`src/rtl/hpu_ctrl_regs.sv`:
```
// -----------------------------------------------------------------------------
// hpu_ctrl_regs
//
// AXI4-Lite slave holding the HPU control/config words and exposing read-only
// status words. Handles one transaction at a time. Writes honour WSTRB byte
// lanes and pulse a per-word write strobe. Accesses to an unmapped or
// read-only target answer SLVERR. Word 0 is the control word: bit 1 = run,
// bit 0 = gen. gen clears itself once the item-memory generator reports done.
//
// Address map: addr[ADDR_W-1] selects the region (0 = config, 1 = status).
// addr[ADDR_W-2:2] is the word index. addr[1:0] is ignored.
//
// Ports
//   clk, rst          clock, asynchronous active-high reset
//   s_axi_aw*/w*/b*   AXI-Lite write address / data / response channels
//   s_axi_ar*/r*      AXI-Lite read address / data channels (rdata registered)
//   gen_done          generation finished (level), clears gen
//   status_i          NUM_STATUS flat 32-bit status words
//   run, gen          control word bits 1 and 0
//   cfg_o             NUM_REGS flat 32-bit config words
//   wr_stb            one-cycle pulse per successfully written config word
// -----------------------------------------------------------------------------
module hpu_ctrl_regs #(
    parameter int ADDR_W     = 12,
    parameter int NUM_REGS   = 8,
    parameter int NUM_STATUS = 4
) (
    input  logic                       clk,
    input  logic                       rst,
    input  logic [ADDR_W-1:0]          s_axi_awaddr,
    input  logic                       s_axi_awvalid,
    output logic                       s_axi_awready,
    input  logic [31:0]                s_axi_wdata,
    input  logic [3:0]                 s_axi_wstrb,
    input  logic                       s_axi_wvalid,
    output logic                       s_axi_wready,
    output logic [1:0]                 s_axi_bresp,
    output logic                       s_axi_bvalid,
    input  logic                       s_axi_bready,
    input  logic [ADDR_W-1:0]          s_axi_araddr,
    input  logic                       s_axi_arvalid,
    output logic                       s_axi_arready,
    output logic [31:0]                s_axi_rdata,
    output logic [1:0]                 s_axi_rresp,
    output logic                       s_axi_rvalid,
    input  logic                       s_axi_rready,
    input  logic                       gen_done,
    input  logic [NUM_STATUS*32-1:0]   status_i,
    output logic                       run,
    output logic                       gen,
    output logic [NUM_REGS*32-1:0]     cfg_o,
    output logic [NUM_REGS-1:0]        wr_stb
);

    localparam int IDX_W = ADDR_W - 3;

    typedef enum logic [2:0] {
        ST_IDLE  = 3'd0,
        ST_AW    = 3'd1,
        ST_W     = 3'd2,
        ST_WRESP = 3'd3,
        ST_RD1   = 3'd4,
        ST_RD2   = 3'd5
    } state_t;

    state_t                r_state;
    state_t                w_state_nxt;

    logic [ADDR_W-1:2]     r_awaddr;
    logic [ADDR_W-1:2]     r_araddr;
    logic [31:0]           r_wdata;
    logic [3:0]            r_wstrb;
    logic [31:0]           r_cfg [NUM_REGS];
    logic [NUM_REGS-1:0]   r_wr_stb;
    logic [1:0]            r_bresp;
    logic [1:0]            r_rresp;
    logic [31:0]           r_rdata;

    logic                  w_commit;
    logic [ADDR_W-1:2]     w_waddr;
    logic [31:0]           w_wdata;
    logic [3:0]            w_wstrb;
    logic [IDX_W-1:0]      w_widx;
    logic                  w_wr_ok;
    logic [NUM_REGS-1:0]   w_wr_onehot;
    logic [IDX_W-1:0]      w_ridx;
    logic                  w_rd_is_cfg;
    logic                  w_rd_is_st;
    logic [31:0]           w_rd_data;
    logic                  w_unused_addr_bits;

    // Byte-lane merge: lane b takes the new data only when its strobe is set.
    function automatic logic [31:0] f_lane_merge(input logic [31:0] old_v,
                                                 input logic [31:0] new_v,
                                                 input logic [3:0]  strb);
        logic [31:0] res;
        for (int b = 0; b < 4; b++) begin
            res[8*b +: 8] = strb[b] ? new_v[8*b +: 8] : old_v[8*b +: 8];
        end
        return res;
    endfunction

    assign w_unused_addr_bits = ^{s_axi_awaddr[1:0], s_axi_araddr[1:0]};

    // Next-state decode. The write pair completes on the transition into WRESP.
    // The half that arrived earlier comes from the capture registers.
    always_comb begin
        w_state_nxt = r_state;
        w_commit    = 1'b0;
        w_waddr     = s_axi_awaddr[ADDR_W-1:2];
        w_wdata     = s_axi_wdata;
        w_wstrb     = s_axi_wstrb;
        case (r_state)
            ST_IDLE: begin
                if (s_axi_awvalid && s_axi_wvalid) begin
                    w_state_nxt = ST_WRESP;
                    w_commit    = 1'b1;
                end else if (s_axi_awvalid) begin
                    w_state_nxt = ST_AW;
                end else if (s_axi_wvalid) begin
                    w_state_nxt = ST_W;
                end else if (s_axi_arvalid) begin
                    w_state_nxt = ST_RD1;
                end else begin
                    w_state_nxt = ST_IDLE;
                end
            end
            ST_AW: begin
                w_waddr = r_awaddr;
                if (s_axi_wvalid) begin
                    w_state_nxt = ST_WRESP;
                    w_commit    = 1'b1;
                end else begin
                    w_state_nxt = ST_AW;
                end
            end
            ST_W: begin
                w_wdata = r_wdata;
                w_wstrb = r_wstrb;
                if (s_axi_awvalid) begin
                    w_state_nxt = ST_WRESP;
                    w_commit    = 1'b1;
                end else begin
                    w_state_nxt = ST_W;
                end
            end
            ST_WRESP: begin
                if (s_axi_bready) begin
                    w_state_nxt = ST_IDLE;
                end else begin
                    w_state_nxt = ST_WRESP;
                end
            end
            ST_RD1: begin
                w_state_nxt = ST_RD2;
            end
            ST_RD2: begin
                if (s_axi_rready) begin
                    w_state_nxt = ST_IDLE;
                end else begin
                    w_state_nxt = ST_RD2;
                end
            end
            default: begin
                w_state_nxt = ST_IDLE;
            end
        endcase
    end

    assign w_widx  = w_waddr[ADDR_W-2:2];
    assign w_wr_ok = !w_waddr[ADDR_W-1] && (32'(w_widx) < NUM_REGS);

    // One-hot decode of the write index, used for the write strobe.
    always_comb begin
        w_wr_onehot = {NUM_REGS{1'b0}};
        for (int k = 0; k < NUM_REGS; k++) begin
            w_wr_onehot[k] = (32'(w_widx) == k);
        end
    end

    assign w_ridx      = r_araddr[ADDR_W-2:2];
    assign w_rd_is_cfg = !r_araddr[ADDR_W-1] && (32'(w_ridx) < NUM_REGS);
    assign w_rd_is_st  = r_araddr[ADDR_W-1] && (32'(w_ridx) < NUM_STATUS);

    // Read mux: OR of the single selected word; unmapped addresses yield zero.
    always_comb begin
        w_rd_data = 32'h0000_0000;
        for (int k = 0; k < NUM_REGS; k++) begin
            w_rd_data = w_rd_data |
                        ((w_rd_is_cfg && (32'(w_ridx) == k)) ? r_cfg[k] : 32'h0000_0000);
        end
        for (int k = 0; k < NUM_STATUS; k++) begin
            w_rd_data = w_rd_data |
                        ((w_rd_is_st && (32'(w_ridx) == k)) ? status_i[32*k +: 32] : 32'h0000_0000);
        end
    end

    // State register.
    always_ff @(posedge clk or posedge rst) begin
        if (rst) begin
            r_state <= ST_IDLE;
        end else begin
            r_state <= w_state_nxt;
        end
    end

    // Capture whichever address/data half is accepted while idle.
    always_ff @(posedge clk or posedge rst) begin
        if (rst) begin
            r_awaddr <= {(ADDR_W-2){1'b0}};
            r_wdata  <= 32'h0000_0000;
            r_wstrb  <= 4'h0;
            r_araddr <= {(ADDR_W-2){1'b0}};
        end else if (r_state == ST_IDLE) begin
            if (s_axi_awvalid) begin
                r_awaddr <= s_axi_awaddr[ADDR_W-1:2];
            end else begin
                r_awaddr <= r_awaddr;
            end
            if (s_axi_wvalid) begin
                r_wdata <= s_axi_wdata;
                r_wstrb <= s_axi_wstrb;
            end else begin
                r_wdata <= r_wdata;
                r_wstrb <= r_wstrb;
            end
            if (s_axi_arvalid) begin
                r_araddr <= s_axi_araddr[ADDR_W-1:2];
            end else begin
                r_araddr <= r_araddr;
            end
        end else begin
            r_awaddr <= r_awaddr;
            r_wdata  <= r_wdata;
            r_wstrb  <= r_wstrb;
            r_araddr <= r_araddr;
        end
    end

    // Config words. A commit to word 0 wins over the gen self-clear on the
    // same edge, and only bits [1:0] of word 0 are storable.
    always_ff @(posedge clk or posedge rst) begin
        if (rst) begin
            for (int k = 0; k < NUM_REGS; k++) begin
                r_cfg[k] <= 32'h0000_0000;
            end
        end else begin
            for (int k = 0; k < NUM_REGS; k++) begin
                if (w_commit && w_wr_ok && (32'(w_widx) == k)) begin
                    if (k == 0) begin
                        r_cfg[k] <= f_lane_merge(r_cfg[k], w_wdata, w_wstrb) & 32'h0000_0003;
                    end else begin
                        r_cfg[k] <= f_lane_merge(r_cfg[k], w_wdata, w_wstrb);
                    end
                end else if ((k == 0) && r_cfg[k][0] && gen_done) begin
                    r_cfg[k] <= r_cfg[k] & 32'hFFFF_FFFE;
                end else begin
                    r_cfg[k] <= r_cfg[k];
                end
            end
        end
    end

    // Write response code and the strobe, which is high for the first WRESP cycle.
    always_ff @(posedge clk or posedge rst) begin
        if (rst) begin
            r_bresp  <= 2'b00;
            r_wr_stb <= {NUM_REGS{1'b0}};
        end else if (w_commit) begin
            r_bresp  <= w_wr_ok ? 2'b00 : 2'b10;
            r_wr_stb <= w_wr_ok ? w_wr_onehot : {NUM_REGS{1'b0}};
        end else begin
            r_bresp  <= r_bresp;
            r_wr_stb <= {NUM_REGS{1'b0}};
        end
    end

    // Read data is loaded leaving RD1 and stays frozen while RD2 waits for rready.
    always_ff @(posedge clk or posedge rst) begin
        if (rst) begin
            r_rdata <= 32'h0000_0000;
            r_rresp <= 2'b00;
        end else if (r_state == ST_RD1) begin
            r_rdata <= w_rd_data;
            r_rresp <= (w_rd_is_cfg || w_rd_is_st) ? 2'b00 : 2'b10;
        end else begin
            r_rdata <= r_rdata;
            r_rresp <= r_rresp;
        end
    end

    assign s_axi_awready = (r_state == ST_IDLE) || (r_state == ST_W);
    assign s_axi_wready  = (r_state == ST_IDLE) || (r_state == ST_AW);
    assign s_axi_arready = (r_state == ST_IDLE);
    assign s_axi_bvalid  = (r_state == ST_WRESP);
    assign s_axi_rvalid  = (r_state == ST_RD2);
    assign s_axi_bresp   = r_bresp;
    assign s_axi_rresp   = r_rresp;
    assign s_axi_rdata   = r_rdata;
    assign wr_stb        = r_wr_stb;
    assign run           = r_cfg[0][1];
    assign gen           = r_cfg[0][0];

    for (genvar g = 0; g < NUM_REGS; g++) begin : g_cfg_out
        assign cfg_o[32*g +: 32] = r_cfg[g];
    end

endmodule

```
`config.mk`:
```
export PLATFORM = sky130hd
export DESIGN_NAME = hpu_ctrl_regs
export DESIGN_NICKNAME = d
export VERILOG_FILES = /design/src/rtl/hpu_ctrl_regs.sv
export SDC_FILE = /design/constraint.sdc
export NUM_CORES = 1
export LEC_CHECK = 0
export ABC_AREA = 0
export CORE_AREA = 2 2 196 198
export CTS_BUF_LIST = sky130_fd_sc_hd__clkbuf_8
export CTS_CLUSTER_DIAMETER = 150
export DETAILED_ROUTE_END_ITERATION = 10
export DIE_AREA = 0 0 198 200
export PLACE_DENSITY = 0.85
export SLEW_MARGIN = 25
export SYNTH_ARGS = -nofsm -noshare
export SYNTH_HDL_FRONTEND = slang
export SYNTH_SLANG_ARGS = --single-unit
```
`constraint.sdc`:
```
create_clock -name clk -period 12.3 [get_ports clk]
set_input_delay 2.46 -clock clk [delete_from_list [all_inputs] [get_ports clk]]
set_output_delay 2.46 -clock clk [all_outputs]
set_load 0.005 [all_outputs]
```
; ---- After elaboration in Yosys (flattened, before gate mapping)
; Index checks and enable logic that the tools add are counted.
[totals]
n_memories = 0
out_inout_bits = 307
register_bits = 359
latchBits = 0
ramBits = 0
inputBits = 196
mem_bits_ro = 0
[classes]
n_bitwise = 11
mux = 35
magnitude_cmp = 3
n_shift = 0
div_mod_pow = 0
n_reduce_logical = 68
n_addsub = 0
n_mul = 0
eq_ne = 20
[op_table]
columns = op, count
row1 = 2-to-1 mux 32 bit, 14
row2 = bitwise OR 32 bit, 11
row3 = == test 9 x 3 -> 1 bit (second input constant), 8
row4 = AND reduction 2 bit, 33
row5 = == test 9 x 2 -> 1 bit (second input constant), 4
row6 = logical AND 1 bit, 26
row7 = == test 9 x 1 -> 1 bit (second input constant), 2
row8 = zero test 9 bit, 2
row9 = less-than comparator 9 x 4 -> 1 bit (second input constant), 2
row10 = case mux 3 bit (6 select lines), 1
row11 = 2-to-1 mux 8 bit, 2
row12 = 2-to-1 mux 3 bit, 5
row13 = 2-to-1 mux 10 bit, 1
row14 = 2-to-1 mux 2 bit, 5
row15 = less-than comparator 9 x 3 -> 1 bit (second input constant), 1
row16 = == test 3 x 2 -> 1 bit (second input constant), 2
row17 = == test 3 bit (second input constant), 2
row18 = 2-to-1 mux 1 bit, 5
row19 = 2-to-1 mux 4 bit, 1
row20 = == test 3 x 1 -> 1 bit (second input constant), 1
row21 = zero test 3 bit, 1
row22 = logical OR 1 bit, 3
row23 = case mux 1 bit (3 select lines), 1
row24 = zero test 1 bit, 2
row25 = 2 further kinds, 2

; ---- Logic depth before layout (Yosys ltp)
[depth]
word_depth = 15
mapped_depth = 9
ltp_nobuf = 5

; ---- Worst setup path before layout
; OpenSTA, ideal clock, no wires.
[synth_path]
kind = in2reg
from = input s_axi_awaddr[9]
to = register r_cfg (netlist bit cfg_o[184])
n_path_buf = 1
path_stages = 6
setup_slack_ps = 7744
t_arrival_ps = 4431
path_cell_list = or4_1 nor3_4 o21ai_2 or4_1 buf_6 mux2_4
[synth_via]
elab_chain_len = 6
[synth_rtl]
columns = element, line_no
row1 = "start, declared", 30  ; input logic [ADDR_W-1:0] s_axi_awaddr,
row2 = 2-to-1 mux 10 bit (*), 113  ; case (r_state)
row3 = less-than comparator 9 x 4 -> 1 bit, 171  ; assign w_wr_ok = !w_waddr[ADDR_W-1] && (32'(w_widx) < NUM_REGS);
row4 = logical AND 1 bit, 171
row5 = logical AND 1 bit, 249  ; if (w_commit && w_wr_ok && (32'(w_widx) == k)) begin
row6 = logical AND 1 bit (*), 249
row7 = AND reduction 2 bit (no line) (*), -
row8 = "end signal, assigned by index", 251  ; r_cfg[k] <= f_lane_merge(r_cfg[k], w_wdata, w_wstrb) & 32'h0000_0003;
row9 = "end signal, assigned by index", 253  ; r_cfg[k] <= f_lane_merge(r_cfg[k], w_wdata, w_wstrb);
row10 = "end signal, assigned by index", 256  ; r_cfg[k] <= r_cfg[k] & 32'hFFFF_FFFE;
row11 = "end, declared", 73  ; logic [31:0] r_cfg [NUM_REGS];
; Every way passes the cells marked *; elsewhere a longest branch is shown, timed or not.
; A chain may end at the register's enable or synchronous reset.

; ---- Final worst setup path
[layout_path]
from = input s_axi_awaddr[9]
to = register r_cfg (netlist bit cfg_o[39])
; Same word-level chain as after synthesis.

==> reports/summary.txt <==
Hpwl dp: 50700 um
Total grt overflow: 0
CTS Sinks: 327
Die Wd: 198 um
Outcome: complete, no violations
Share of cells above drive strength 1: 27.7%
#FFs+latches synth: 327
Die Area: 39600 um2
Tmin final: 5.08 ns
TritonRoute pass-1 iters: 6
Routed wire length per instance: 30.7 um
RSZ-0062 raised after global routing: no
Initial DRC Count: 1042
Placed cells: 2230
Predominant post-synthesis flop cell: dfrtp_1
Kind of critical path: primary input to register
DRT antenna net count: 0
Largest net degree at the start of global routing: 109
Initial Util: 43.3%
First-pass GRT wire length: 101000 um
Final cell count without fillers: 2329
H-tree levels: 2
Total number of vias: 14281
Clock Latency Late Sink: 0.66 ns
GRT Total Usage: 36.0%
Cell count after synthesis: 1292
Max-slew violation count: 0
Leak pwr: 0.00970 uW
Layout area overhead: 39.2%
Cts bufs inserted: 54
CTS tree: yes
Via density: 6.13
Worst-Margin Slew: 1.11 ns
Clock tree buffer depth: 3
Clk root buf: clkbuf_8
# Max-Cap Violations: 0
Rows: 71
Share of flip-flops with an asynchronous set or reset: 100%
Dominant cell type by area after synthesis: dfrtp_1
Final Total Pwr: 3570 uW
Core Area: 37400 um2
Final Cell Area: 22500 um2
CTS clock-pin slew for the worst setup and hold paths: 0.06 ns
Die Y: 200 um
Final Cycle Share: 41.3%
Fill cells: 3007
Hold_ws: 0.491 ns
Final Setup Violations: 0
IO Port Bufs: 466
Antenna violations before repair: 8
Clock skew: 0.0337 ns
PwrDens: 158 nW/um2
Main area contributors after synthesis: dfrtp_1 51%, mux2_2 23%, mux2i_1 3.1%
I/O Pins: 503
Worst VDD drop: 0.0931 mV
Post-synth top area share: 50.6%
Slew margin rel.: 25.6%
CP max FO: 8
Worst setup EP type: register
Max Freq: 197 MHz
RD Place Congestion: 0.956
Type of origin of the critical path: primary input
Post-layout nets: 1971
Total wire length: 71500 um
Hold Buf Count CTS: 0
Distinct cell type count after synthesis: 66
HP Class: register to register
Final Hold Fails: 0
Postcts setup bufs: 0
Syn avg cell area: 12.5 um2
Seq/Total Area, Yosys: 50.6%
DRC Markers: 0
Post-synth EDFFs: 0
Yosys Warn Count: 0
Vias in the first global route: 14720
Area after DPL: 21400 um2
Arr. time, crit path: 5.62 ns
Setup TNS: 0 ns
Mapped Area: 16200 um2
Cts repair resizes: 0
Worst path required time: 12.84 ns
## state kept, by name, indices dropped and copies added, names as in the netlist
name	flops
s_axi_rresp	1
r_araddr	10
r_state	3
s_axi_bresp	1
cfg_o	226
r_wstrb	4
s_axi_rdata	32
r_awaddr	10
r_wdata	32
wr_stb	8
## cells in the mapped netlist, types with 15 or more instances
master,n
o21ai_0,16
buf_4,37
mux2i_1,50
a31oi_1,29
mux2_2,327
a22oi_1,38
nor3_1,15
a221oi_1,28
o22ai_1,15
nor2_1,69
dfrtp_1,327
nand2_1,42
a21oi_1,27
a22o_1,27
clkbuf_1,46
## worst max-delay path, stage by stage
cell and delay, ns:
clkdlybuf4s50_1 0.42, or4_1 0.67, nor4_1 0.40, o21ai_1 0.31
nor3_2 0.92, mux2_2 0.43
## final timing paths
path	cells after the start	slack [ns]	endpoint	from
max in group asynchronous	3	8.53	r_wdata[13]$_DFFE_PP0P_	rst
worst min-delay path	2	0.49	s_axi_rdata[7]$_DFFE_PP0N_	s_axi_rdata[7]$_DFFE_PP0N_
worst min register to register	2	0.49	s_axi_rdata[7]$_DFFE_PP0N_	s_axi_rdata[7]$_DFFE_PP0N_
worst max register to register	6	8.60	cfg_o[207]$_DFFE_PP0P_	r_state[1]$_DFF_PP0_
worst max-delay path	6	7.22	cfg_o[39]$_DFFE_PP0P_	s_axi_awaddr[9]
min in group asynchronous	2	2.35	cfg_o[38]$_DFFE_PP0P_	rst
## power by group
part / switching, uW / internal, uW / leakage, uW
combinational: 736 / 496 / 0.00474
sequential: 132 / 1230 / 0.00434
clock: 459 / 515 / 0.000623
total: 1330 / 2240 / 0.00970
## cells in the final DEF (no fill, tap or decap), types with 6 or more instances in the layout
cell,Yosys,routed
mux2i_1,50,49
o32a_1,8,8
clkdlybuf4s50_1,0,466
a211oi_1,11,11
a22oi_1,38,38
nor2_1,69,66
a31oi_1,29,29
inv_1,4,20
dfrtp_1,327,324
a32oi_1,7,7
clkbuf_8,0,68
nor3_1,15,12
a22o_1,27,27
nand2_1,42,42
a221oi_1,28,28
a21oi_1,27,27
o22ai_1,15,15
mux2_4,8,8
buf_4,37,36
nand2b_1,7,7
clkinv_2,0,6
conb_1,1,32
nor3_2,14,11
nor3_4,5,11
mux2_2,327,327
o21ai_0,16,16
nand3_1,11,11
## cell type report
type,instances,area [um2],share of cell area [%]
tap,511,639,2.84
clock buffer,68,936,4.16
timing repair buffer,504,4960,22.0
multi-input combinational,884,7620,33.8
antenna,5,12.5,0.0556
sequential,327,8190,36.4
clock inverter,26,143,0.633
inverter,4,22.5,0.100
## kinds of logic (layout without fill, tap and decap cells)
| kind of cell | after synthesis | count (layout) | share of synthesized area, % |
|---|---|---|---|
| mux | 386 | 386 | 26.7 |
| flops | 327 | 327 | 50.6 |
| compound gates | 242 | 242 | 11.2 |
| simple gates | 224 | 224 | 7.90 |
| buf+inv | 112 | 602 | 3.67 |
| other cells | 1 | 37 | 0.0232 |
## through the flow
stage          util [%]  worst slack (ns)
2_1_floorplan         -             0.785
3_3_place_gp       57.2              6.58
3_5_place_dp       57.2              6.57
4_1_cts            60.1              7.26
5_1_grt            60.2              7.19
6_report           60.2              7.22
## per-layer routing
layer	global-route usage, %	share of wire (%)	routed length (um)	up-vias
met5	0	0.049	35	-
met4	20.7	6.0	4300	6
met3	11.4	11	7520	240
met2	58.0	46	33100	938
met1	42.6	37	26500	7254
li1	-	-	-	5843
(Power assumes the default switching activity.)
